--- config.mk ---
export PLATFORM = sky130hd
export DESIGN_NAME = a2b_serializer
export DESIGN_NICKNAME = d
export VERILOG_FILES = /design/src/rtl/a2b_serializer.sv
export SDC_FILE = /design/constraint.sdc
export NUM_CORES = 1
export LEC_CHECK = 0
export CAP_MARGIN = 10
export CORE_ASPECT_RATIO = 0.6
export CORE_MARGIN = 5
export CORE_UTILIZATION = 25
export DETAILED_ROUTE_END_ITERATION = 10
export GPL_ROUTABILITY_DRIVEN = 0
export PLACE_DENSITY = 0.49
export SLEW_MARGIN = 10
export SYNTH_ARGS = -nofsm -noshare
export SYNTH_HDL_FRONTEND = slang
export SYNTH_SLANG_ARGS = --single-unit
--- constraint.sdc ---
create_clock -name clk -period 2.5 [get_ports clk]
set_clock_uncertainty 0.15 [all_clocks]
set_input_delay 0.5 -clock clk [delete_from_list [all_inputs] [get_ports clk]]
set_output_delay 0.5 -clock clk [all_outputs]
set_load 0.02 [all_outputs]
--- src/rtl/a2b_serializer.sv ---
// a2b_serializer: buffers 7-bit characters and streams them MSB-first as contiguous 7-bit frames.
// Define A2B_IDLE_FILL_EN to fill idle time after the first frame with NUL frames.
//
//   state | meaning
//   IDLE  | no frame on the line; waiting for a queued character
//   SHIFT | emitting a frame, bit_cnt 0..6
module a2b_serializer #(
  parameter int DEPTH = 4,
  parameter int AW    = 2
) (
  input  logic          clk,
  input  logic          rst_n,
  input  logic [6:0]    in_char,
  input  logic          in_valid,
  output logic          in_ready,
  output logic          out,
  output logic          out_valid,
  output logic [3:0]    bit_cnt,
  output logic          frame_start,
  output logic [AW:0]   fifo_count,
  output logic          busy
);

  typedef enum logic {IDLE = 1'b0, SHIFT = 1'b1} state_t;

  localparam logic [AW:0] FULL_CNT = (AW+1)'(DEPTH);

  state_t          state_q;
  logic [6:0]      mem_q [DEPTH];
  logic [AW-1:0]   wr_ptr_q, rd_ptr_q;
  logic [AW:0]     count_q, count_d;
  logic [5:0]      shreg_q;
  logic [3:0]      bit_cnt_q;
  logic            out_q, out_valid_q, frame_start_q, busy_q;

  logic            push, pop, last_bit, next_shift, busy_d;
  logic [6:0]      head;

  assign in_ready = rst_n && (count_q != FULL_CNT);
  assign push     = in_valid && in_ready;
  assign last_bit = (state_q == SHIFT) && (bit_cnt_q == 4'd6);
  assign pop      = (count_q != '0) && ((state_q == IDLE) || last_bit);
  assign head     = mem_q[rd_ptr_q];

  always_comb begin
    count_d = count_q;
    case ({push, pop})
      2'b10:   count_d = count_q + 1'b1;
      2'b01:   count_d = count_q - 1'b1;
      default: count_d = count_q;
    endcase
  end

`ifdef A2B_IDLE_FILL_EN
  assign next_shift = pop || (state_q == SHIFT);
`else
  assign next_shift = pop || ((state_q == SHIFT) && !last_bit);
`endif
  assign busy_d = next_shift || (count_d != '0);

  always_ff @(posedge clk) begin
    if (push) mem_q[wr_ptr_q] <= in_char;
  end

  always_ff @(posedge clk or negedge rst_n) begin
    if (!rst_n) begin
      wr_ptr_q <= '0;
      rd_ptr_q <= '0;
      count_q  <= '0;
    end else begin
      if (push) wr_ptr_q <= wr_ptr_q + 1'b1;
      if (pop)  rd_ptr_q <= rd_ptr_q + 1'b1;
      count_q <= count_d;
    end
  end

  // shreg_q holds the bits still to be sent after the one currently on out.
  always_ff @(posedge clk or negedge rst_n) begin
    if (!rst_n) begin
      state_q       <= IDLE;
      shreg_q       <= '0;
      out_q         <= 1'b0;
      out_valid_q   <= 1'b0;
      bit_cnt_q     <= '0;
      frame_start_q <= 1'b0;
      busy_q        <= 1'b0;
    end else begin
      busy_q <= busy_d;
      case (state_q)
        IDLE: begin
          if (pop) begin
            state_q       <= SHIFT;
            shreg_q       <= head[5:0];
            out_q         <= head[6];
            out_valid_q   <= 1'b1;
            bit_cnt_q     <= '0;
            frame_start_q <= 1'b1;
          end else begin
            out_q         <= 1'b0;
            out_valid_q   <= 1'b0;
            bit_cnt_q     <= '0;
            frame_start_q <= 1'b0;
          end
        end
        SHIFT: begin
          if (!last_bit) begin
            shreg_q       <= {shreg_q[4:0], 1'b0};
            out_q         <= shreg_q[5];
            bit_cnt_q     <= bit_cnt_q + 1'b1;
            frame_start_q <= 1'b0;
          end else if (pop) begin
            shreg_q       <= head[5:0];
            out_q         <= head[6];
            bit_cnt_q     <= '0;
            frame_start_q <= 1'b1;
          end else begin
`ifdef A2B_IDLE_FILL_EN
            shreg_q       <= '0;
            out_q         <= 1'b0;
            bit_cnt_q     <= '0;
            frame_start_q <= 1'b1;
`else
            state_q       <= IDLE;
            out_q         <= 1'b0;
            out_valid_q   <= 1'b0;
            bit_cnt_q     <= '0;
            frame_start_q <= 1'b0;
`endif
          end
        end
        default: state_q <= IDLE;
      endcase
    end
  end

  assign out         = out_q;
  assign out_valid   = out_valid_q;
  assign bit_cnt     = bit_cnt_q;
  assign frame_start = frame_start_q;
  assign fifo_count  = count_q;
  assign busy        = busy_q;

endmodule

---- Word-level counts from Yosys, hierarchy flattened ----
Memory sizes are Yosys's and may differ from the RTL's.
Cells that the tools add are included.
storage, ports and cells
  flip-flop bits (word level) ............. 22
  memory bits (writable) .................. 28
  bits of input ports ..................... 10
  output and inout port bits .............. 12
  memories kept ........................... 1
memory list
  name   depth  bits a word  rd ports  clocked after Yosys merged registers in  write ports  line  RTL
  mem_q  4      7            1         0                                        1            29    logic [6:0] mem_q [DEPTH];
operators by class
  add/subtract/negate cells ............... 5
  eq/ne operators ......................... 6
  multiplexer cells ....................... 19
  bitwise operators ....................... 1
  reductions and logical operators ........ 12
operators with widths
  kind                                                                      count
  6-bit two-way mux                                                         2
  6-bit case mux with 2 select lines                                        1
  1-bit two-way mux                                                         9
  1-bit case mux with 2 select lines                                        4
  4-bit case mux with 2 select lines                                        1
  3-bit case mux with 2 select lines                                        1
  3-bit nonzero test                                                        2
  1-bit logical AND                                                         5
  2-bit by 1-bit adder with 2-bit output (second input constant)            2
  4-bit by 1-bit adder with 4-bit output (second input constant)            1
  4-bit by 3-bit == test with 1-bit output (second input constant)          1
  4-bit two-way mux                                                         1
  3-bit by 1-bit adder with 3-bit output (second input constant)            1
  1-bit logical OR                                                          3
  3-bit inequality test (second input constant)                             1
  3-bit by 1-bit subtractor with 3-bit output (second input constant)       1
  2-bit by 1-bit == test with 1-bit output (second input constant)          1
  2-bit == test (second input constant)                                     1
  2-bit by 1-bit inequality test with 1-bit output (second input constant)  1
  2-bit inequality test (second input constant)                             1
  2-bit AND reduction                                                       1
  1-bit zero test                                                           1
  1-bit inverter                                                            1

---- Logic depth before layout (Yosys ltp) ----
Gate-level depths: netlist of the first run.
  word-level depth ........................ 8
  gate-level depth with buffers ........... 10

---- Least setup slack after synthesis of the first run ----
OpenSTA, ideal clock, no wires.
  path type ............................... register to register
  start ................................... register bit_cnt_q[0], in the netlist bit_cnt[0]
  end ..................................... register busy_q, in the netlist busy
  library setup time ...................... 138 ps
  arrival ................................. 2453 ps
  data required time ...................... 2212 ps
  setup slack ............................. -242 ps
  stages on the path, launching flop included .. 10
  period minus slack after synthesis ...... 2742 ps
  cells stage by stage .................... dfrtp_1 -> inv_1 -> ha_1 -> nand3b_1 -> a21oi_1 -> ha_1 -> inv_1 -> fa_1 -> mux2i_1 -> or4b_1
on the way
  cells in the longest elaborated chain, start to end .. 8
  elaborated cells between the ends (all ways) .. 12
RTL lines
  element                                                                           line  RTL
  start: declaration                                                                33    logic [3:0] bit_cnt_q;
  start signal: assignment                                                          109   bit_cnt_q <= bit_cnt_q + 1'b1;
  4-bit by 3-bit == test with 1-bit output (*)                                      41    assign last_bit = (state_q == SHIFT) && (bit_cnt_q == 4'd6);
  1-bit logical AND (*)                                                             41
  1-bit logical OR (*)                                                              42    assign pop = (count_q != '0) && ((state_q == IDLE) || last_bit);
  1-bit logical AND (*)                                                             42
  via pop                                                                           36    logic push, pop, last_bit, next_shift, busy_d;
  2-bit by 1-bit == test with 1-bit output / 2-bit == test (equally long branches)  47    case ({push, pop})
  3-bit case mux with 2 select lines (*)                                            47
  via count_d[1]                                                                    31    logic [AW:0] count_q, count_d;
  3-bit nonzero test (*)                                                            59    assign busy_d = next_shift || (count_d != '0);
  1-bit logical OR (*)                                                              59
  via busy_d                                                                        36
  end signal: assignment                                                            88    busy_q <= busy_d;
  end: declaration                                                                  34    logic out_q, out_valid_q, frame_start_q, busy_q;
Mark *: on every way through the listed nets, which the timed path passes. The rest lies on a longest branch.
A chain may end at the register's enable or synchronous reset.

---- Worst setup path after layout of the first run ----
Ends and elaborated chain as after synthesis.

==> results.md, run 1 <==
* Synthesized area per cell at 15.67 µm²
* Worst-path maximum fanout at 2
* Worst hold endpoint: shreg_q[0]$_DFF_PN0_
* Crit path DAT at 2.51 ns
* All-Layer GR Usage at 8.679%
* WP data required at 2.51 ns
* Cell Area, Placed at 0.002486 mm²
* Synth top area cells: edfxtp_1 41%, dfrtp_1 27%, mux4_2 7.6%
* Post-Synth XOR/XNOR Area at 3.388%
* CTS Buf Count at 5
* Post-Syn Nets at 150
* Final hold violations at 0
* DR iter-0 viols at 59
* Post-synthesis compound-gate area fraction at 6.897%
* Sw frac at 33.09%
* Routed Antenna Nets at 0
* Worst R2R End: busy$_DFF_PN0_
* H-tree levels at 2
* RSZ-0062 raised after global routing: yes
* Final period util at 100.2%
* Final core occ at 33.13%
* Seq pwr share at 41.4%
* Reg2reg path depth at 9
* Critical path class: reg2reg
* Final nets at 186
* # hold bufs at CTS at 0
* Largest net degree at the start of global routing at 17
* Overall power at 0.003033 W
* Ports at 22
* Number of enable flip-flop cells after synthesis at 28
* Most common cell in the netlist: edfxtp_1
* Top cells by count, synth: 28 x edfxtp_1, 22 x dfrtp_1, 9 x inv_1, 9 x nand2_1
* Leakage at 1.028 nW
* Syn Inst Count at 132
* Ys async rst share at 44.00%
* Synth Area in Adders at 5.203%
* Seq cells post-synth at 50
* FF-to-FF setup slack at -0.005 ns
* Critical-path cell list: inv_2 > ha_1 > nand3b_1 > a21oi_2 > ha_2 > inv_2 > fa_1 > mux2i_1 > or4b_1
* Yosys top cell area share at 40.65%
* DRT Pass-1 Iters at 4
* Detailed-route wire length per cell at 14.64 µm
* Die width at 127.4 µm
* Layout cells sized above 1 at 21.89%
* Maximum clock insertion buffer count at 2
* FMAX at 399.2 MHz
* Slew @ Worst Pin at 0.4923 ns
* Violated checks: negative setup slack
* Register area share after synthesis at 67.27%
* Initial antenna violation count at 0
* Detailed placement HPWL at 2997 µm
* P_sw at 0.001004 W
* Hold path depth at 2
* Num rows at 25
* Vias in the first global route at 1245
* Crit path time final at 2.505 ns
* Post-Synth Simple-Gate Area at 5.687%
* Port bufs at 21
* Die Y at 80.46 µm
* DRT Wirelength at 4055 µm
* Max capacitance violation total at 0
* Internal at 0.002029 W
* DR vias at 1192
* CTS clk-pin slew, worst paths at 0.06 ns
* Die area at 0.01025 mm²
* Largest area contributor in the netlist: edfxtp_1
* Crit-path most repeated cell: inv_2
* Clk_lat worst skew at 0.29 ns
* Synth unique cells at 30
* Post-route cell area at 0.002643 mm²
* N_diodes at 0
* GRT overflow at 0
* Critical Path End Type: register
* Final WS setup at -0.005057 ns
* Status: finished with violations
* Largest family of logic cells by synthesized area: multiplexers
* Setup TNS at -0.005057 ns
* Pwr dens at 1148 mW/mm²
* Vias per Instance at 4.303
* Critical path's top delay family: adder cells
* Synth Flop Type: edfxtp_1
* Startpoint Class: register
* Max incr delay on CP at 0.48 ns
* First-pass GRT wire length at 6610 µm
* Clk pwr share at 21.8%
* Hold Path Origin: shreg_q[0]$_DFF_PN0_
* Reg2Reg Launch Point: bit_cnt[0]$_DFF_PN0_
* Sink Count at 50
* Logic pwr share at 36.8%
* Placed cell count at 267
* CP max-delay cell: or4b_1
* Setup-failing EPs final at 1
* Finished Layout Cells at 277
* Multiplexer share of the synthesized area at 8.651%
* Area Growth Syn to Fin at 27.77%
* # DRC at 0
* Syn Std Cell Area at 0.002068 mm²
* Fin. max-slew vios at 0
* Fillers at 780
* Synthesis Warnings at 0
* Slew margin rel. at 67.18%
* Initial Utilization at 25.93%
* CTS Root Cell: clkbuf_16
* Placeable Area at 0.007976 mm²
* Worst Hold Class: reg2reg
* CTS tree: done
* WP buf/inv at 2
* Max rail drop VDD at 0.2975 mV
==> power by group through the flow <==
stage | Sequential (W) | Combinational (W) | Clock (W)
2_1_floorplan | 0.00130 | 0.000634 | 0
3_3_place_gp | 0.00126 | 0.00108 | 0
3_5_place_dp | 0.00128 | 0.00112 | 0
4_1_cts | 0.00126 | 0.00112 | 0.000684
5_1_grt | 0.00129 | 0.00123 | 0.000719
6_report | 0.00126 | 0.00112 | 0.000660
==> cells in the final DEF (no fill, tap or decap), types with 2 or more instances in the layout <==
master / instances
a21oi_1: 2
dfrtp_1: 20
edfxtp_1: 28
xnor2_1: 5
xor2_1: 3
buf_4: 14
nand2_1: 9
inv_2: 2
inv_1: 7
a2bb2oi_1: 5
clkbuf_16: 5
nor2_1: 5
a22oi_1: 5
dfrtp_2: 2
mux4_2: 7
clkdlybuf4s50_1: 20
ha_1: 6
and2_1: 4
==> metrics by stage <==
stage	worst slack [ns]	hold WS (ns)
6_report	-0.005057	0.3881
5_1_grt	-0.1308	0.4228
4_1_cts	0.01494	0.3916
3_5_place_dp	-0.2407	0.3778
3_3_place_gp	-0.1971	0.3598
2_1_floorplan	-0.1328	0.05441
==> worst max-delay path by stage <==
stage                               startpoint             end  slack [ns]  cells after the start
after detailed placement                 rst_n  busy$_DFF_PN0_       -0.24                      8
final                     bit_cnt[0]$_DFF_PN0_  busy$_DFF_PN0_      -0.005                      9
after global routing      bit_cnt[0]$_DFF_PN0_  busy$_DFF_PN0_       -0.13                      9
after CTS                 bit_cnt[0]$_DFF_PN0_  busy$_DFF_PN0_        0.01                      9
after global placement                   rst_n  busy$_DFF_PN0_       -0.20                      8
after floorplan           bit_cnt[0]$_DFF_PN0_  busy$_DFF_PN0_       -0.13                      9
==> routing by layer <==
| metal | share of wire, % | vias up | track usage [%] |
|---|---|---|---|
| li1 | - | 550 | - |
| met1 | 46 | 609 | 11.01 |
| met2 | 48 | 29 | 13.48 |
| met3 | 5.4 | 4 | 3.522 |
| met4 | 1.3 | 0 | 2.891 |
| met5 | 0 | - | 0 |
==> cells by family after synthesis <==
logic type               after synthesis
XOR/XNOR                               8
multiplexers                           9
buffers and inverters                 15
AO/OA/AOI/OAI                         18
adder cells (fa/ha/maj)                8
AND/OR/NAND/NOR                       24
flip-flops                            50
==> area by class of cell <==
cell class,count,area (µm²),area share (%)
Clock buffer,6,128.9,4.877
Clock inverter,2,13.76,0.5208
Inverter,9,33.78,1.278
Multi-Input combinational cell,67,623.1,23.58
Sequential cell,50,1394,52.75
Tap cell,108,135.1,5.114
Timing Repair Buffer,35,314.1,11.88
==> worst min-delay path: stages, from the launching register on <==
cell and delay, ns:
dfrtp_1 0.38, nand2_1 0.06, a21boi_0 0.06
==> flip-flops by register name (all words and copies together), names as in the netlist <==
signal / flops
rd_ptr_q: 2
state_q: 1
wr_ptr_q: 2
frame_start: 1
out_valid: 1
out: 1
bit_cnt: 4
busy: 1
mem_q: 28
shreg_q: 6
fifo_count: 3
==> what timing repair did <==
item	4_1_cts	5_1_grt
resized for setup	1	0
setup endpoints to repair	1	1
pin swaps	0	2
setup buffers	0	2
(Power assumes the default switching activity.)
==> inputs of run 2 (changes only) <==
--- a/config.mk
+++ b/config.mk
@@ -8,10 +8,11 @@
 export CAP_MARGIN = 10
 export CORE_ASPECT_RATIO = 0.6
 export CORE_MARGIN = 5
-export CORE_UTILIZATION = 25
+export CORE_UTILIZATION = 50
 export DETAILED_ROUTE_END_ITERATION = 10
 export GPL_ROUTABILITY_DRIVEN = 0
-export PLACE_DENSITY = 0.49
+export HOLD_SLACK_MARGIN = 0.02
+export PLACE_DENSITY = 0.81
 export SLEW_MARGIN = 10
 export SYNTH_ARGS = -nofsm -noshare
 export SYNTH_HDL_FRONTEND = slang
==> results.md, run 2 (synthesis gave the netlist of run 1 again) <==
* Crit-path most repeated cell: inv_2
* Status: finished with violations
* Leakage at 0.9925 nW
* Setup-failing EPs final at 1
* Hold Path Origin: bit_cnt[0]$_DFF_PN0_
* Clk_lat worst skew at 0.30 ns
* FMAX at 392.7 MHz
* Max capacitance violation total at 0
* Critical path class: reg2reg
* CTS Buf Count at 5
* Startpoint Class: register
* CP max-delay cell: fa_1
* Finished Layout Cells at 218
* Die width at 93.03 µm
* Placed cell count at 209
* Crit path from: bit_cnt[0]$_DFF_PN0_
* N_diodes at 0
* Reg2Reg Launch Point: bit_cnt[0]$_DFF_PN0_
* # hold bufs at CTS at 0
* Number of flip-flops in the largest register at 28
* Detailed placement HPWL at 2838 µm
* Sink Count at 50
* DR vias at 1189
* H-tree levels at 2
* Crit path DAT at 2.57 ns
* Detailed-route wire length per cell at 18.11 µm
* Most flop-heavy register: mem_q
* Num rows at 18
* Final core occ at 61.79%
* Maximum clock insertion buffer count at 2
* # DRC at 0
* Vias per Instance at 5.454
* Fillers at 298
* Placeable Area at 0.004054 mm²
* Most frequent cells in the layout: 28 x edfxtp_1, 20 x dfrtp_1, 20 x clkdlybuf4s50_1
* Largest net degree at the start of global routing at 23
* Final WS setup at -0.04660 ns
* Worst Hold Class: reg2reg
* Initial antenna violation count at 0
* Ports at 22
* Critical Path End Type: register
* Slew @ Worst Pin at 0.5025 ns
* Worst Hold Margin at 0.4091 ns
* DRT Wirelength at 3947 µm
* Critical path's top delay family: adder cells
* WP buf/inv at 2
* Fin. max-slew vios at 0
* Sw frac at 34.70%
* Die Y at 59.82 µm
* Die area at 0.005565 mm²
* GRT overflow at 0
* Internal at 0.001842 W
* Setup TNS at -0.04660 ns
* Commonest non-fill, non-tap cell in the layout: edfxtp_1
* Max incr delay on CP at 0.47 ns
* Logic pwr share at 39.4%
* CTS tree: done
* P_sw at 0.0009790 W
* Final hold violations at 0
* Port bufs at 21
* RSZ-0062 raised after global routing: yes
* Final nets at 185
* First-pass GRT wire length at 6513 µm
* Crit path time final at 2.547 ns
* Final period util at 101.9%
* Seq pwr share at 44.6%
* Vias in the first global route at 1240
* CTS clk-pin slew, worst paths at 0.09 ns
* Clk pwr share at 15.9%
* Max rail drop VDD at 0.4367 mV
* CTS Root Cell: clkbuf_8
* All-Layer GR Usage at 16.07%
* Slew margin rel. at 66.50%
* Layout cells sized above 1 at 21.43%
* Initial Utilization at 51.02%
* DR iter-0 viols at 68
* Violated checks: negative setup slack
* DRT Pass-1 Iters at 4
* WP data required at 2.53 ns
* Routed Antenna Nets at 0
* Setup slack at placement at -0.2213 ns
* Worst-path maximum fanout at 2
* Area Growth Syn to Fin at 21.11%
* Critical-path cell list: inv_2 > ha_1 > nand3b_1 > a21oi_2 > ha_2 > inv_2 > fa_1 > mux2i_1 > or4b_1
* Pwr dens at 1126 mW/mm²
run 2: cell types whose count changed in the layout (fill, tap and decap cells not counted):
| cell | delta |
|---|---|
| buf_4 | -1 |
| clkbuf_1 | -1 |
| clkinv_1 | +1 |
| inv_6 | -1 |
| clkbuf_8 | +5 |
| clkinvlp_4 | +1 |
| clkbuf_16 | -5 |
run 2: layout make-up:
class / instances / area (µm²) / share of cell area, %
repair buffers: 34 / 306.5 / 12.24
well taps: 50 / 62.56 / 2.498
flip-flops and latches: 50 / 1394 / 55.64
clock buffers: 5 / 68.82 / 2.747
multi-input cells: 67 / 623.1 / 24.88
clock inverters: 3 / 16.27 / 0.6494
inverters: 9 / 33.78 / 1.349
run 2: worst register-to-register path, cell delays in order, from the launching register on:
cell and delay (ns):
dfrtp_2 0.41, inv_2 0.05, ha_1 0.14, nand3b_1 0.16
a21oi_2 0.25, ha_2 0.22, inv_2 0.04, fa_1 0.47
mux2i_1 0.08, or4b_1 0.47
run 2: path summary, 6_finish.rpt:
kind	to	slack, ns	cells after the start
max	busy$_DFF_PN0_	-0.05	9
min	bit_cnt[0]$_DFF_PN0_	0.41	2
max reg2reg	busy$_DFF_PN0_	-0.05	9
min reg2reg	bit_cnt[0]$_DFF_PN0_	0.41	2
max in group asynchronous	bit_cnt[0]$_DFF_PN0_	1.34	3
min in group asynchronous	rd_ptr_q[1]$_DFFE_PN0P_	0.62	3
run 2: metrics by stage:
stage / cell area (µm²) / total power (W)
3_5_place_dp: 2414 / 0.002383
6_report: 2505 / 0.002821
5_1_grt: 2505 / 0.002999
3_3_place_gp: 2414 / 0.002300
2_1_floorplan: 2077 / 0.001936
4_1_cts: 2497 / 0.002827
run 2: timing repair:
| item | CTS | global route |
|---|---|---|
| setup endpoints to repair | 1 | 1 |
| gates resized for setup | 1 | 0 |
| pin swaps | 0 | 1 |
| gates cloned | 0 | 0 |
| buffers inserted | 0 | 1 |
run 2: per-layer routing:
| layer | vias up | routed length [µm] | track usage, % |
|---|---|---|---|
| met2 | 30 | 1936 | 27.23 |
| met5 | - | 0 | 0 |
| met4 | 0 | 40 | 5.637 |
| met3 | 5 | 179 | 4.403 |
| li1 | 549 | - | - |
| met1 | 605 | 1790 | 20.33 |
run 2: power by group through the flow:
| stage | Sequential (W) | Clock (W) | Combinational [W] |
|---|---|---|---|
| floorplan | 0.00130 | 0 | 0.000634 |
| global placement | 0.00126 | 0 | 0.00104 |
| detailed placement | 0.00128 | 0 | 0.00111 |
| CTS | 0.00126 | 0.000456 | 0.00111 |
| global route | 0.00129 | 0.000495 | 0.00121 |
| finish | 0.00126 | 0.000450 | 0.00111 |
==> inputs of run 3 (changes only) <==
--- a/config.mk
+++ b/config.mk
@@ -13,7 +13,7 @@
 export GPL_ROUTABILITY_DRIVEN = 0
 export HOLD_SLACK_MARGIN = 0.02
 export PLACE_DENSITY = 0.81
-export SLEW_MARGIN = 10
+export SKIP_LAST_GASP = 1
 export SYNTH_ARGS = -nofsm -noshare
 export SYNTH_HDL_FRONTEND = slang
 export SYNTH_SLANG_ARGS = --single-unit
==> results of run 3 <==
Same layout as run 2: the final DEF is identical, and so are final timing and power.
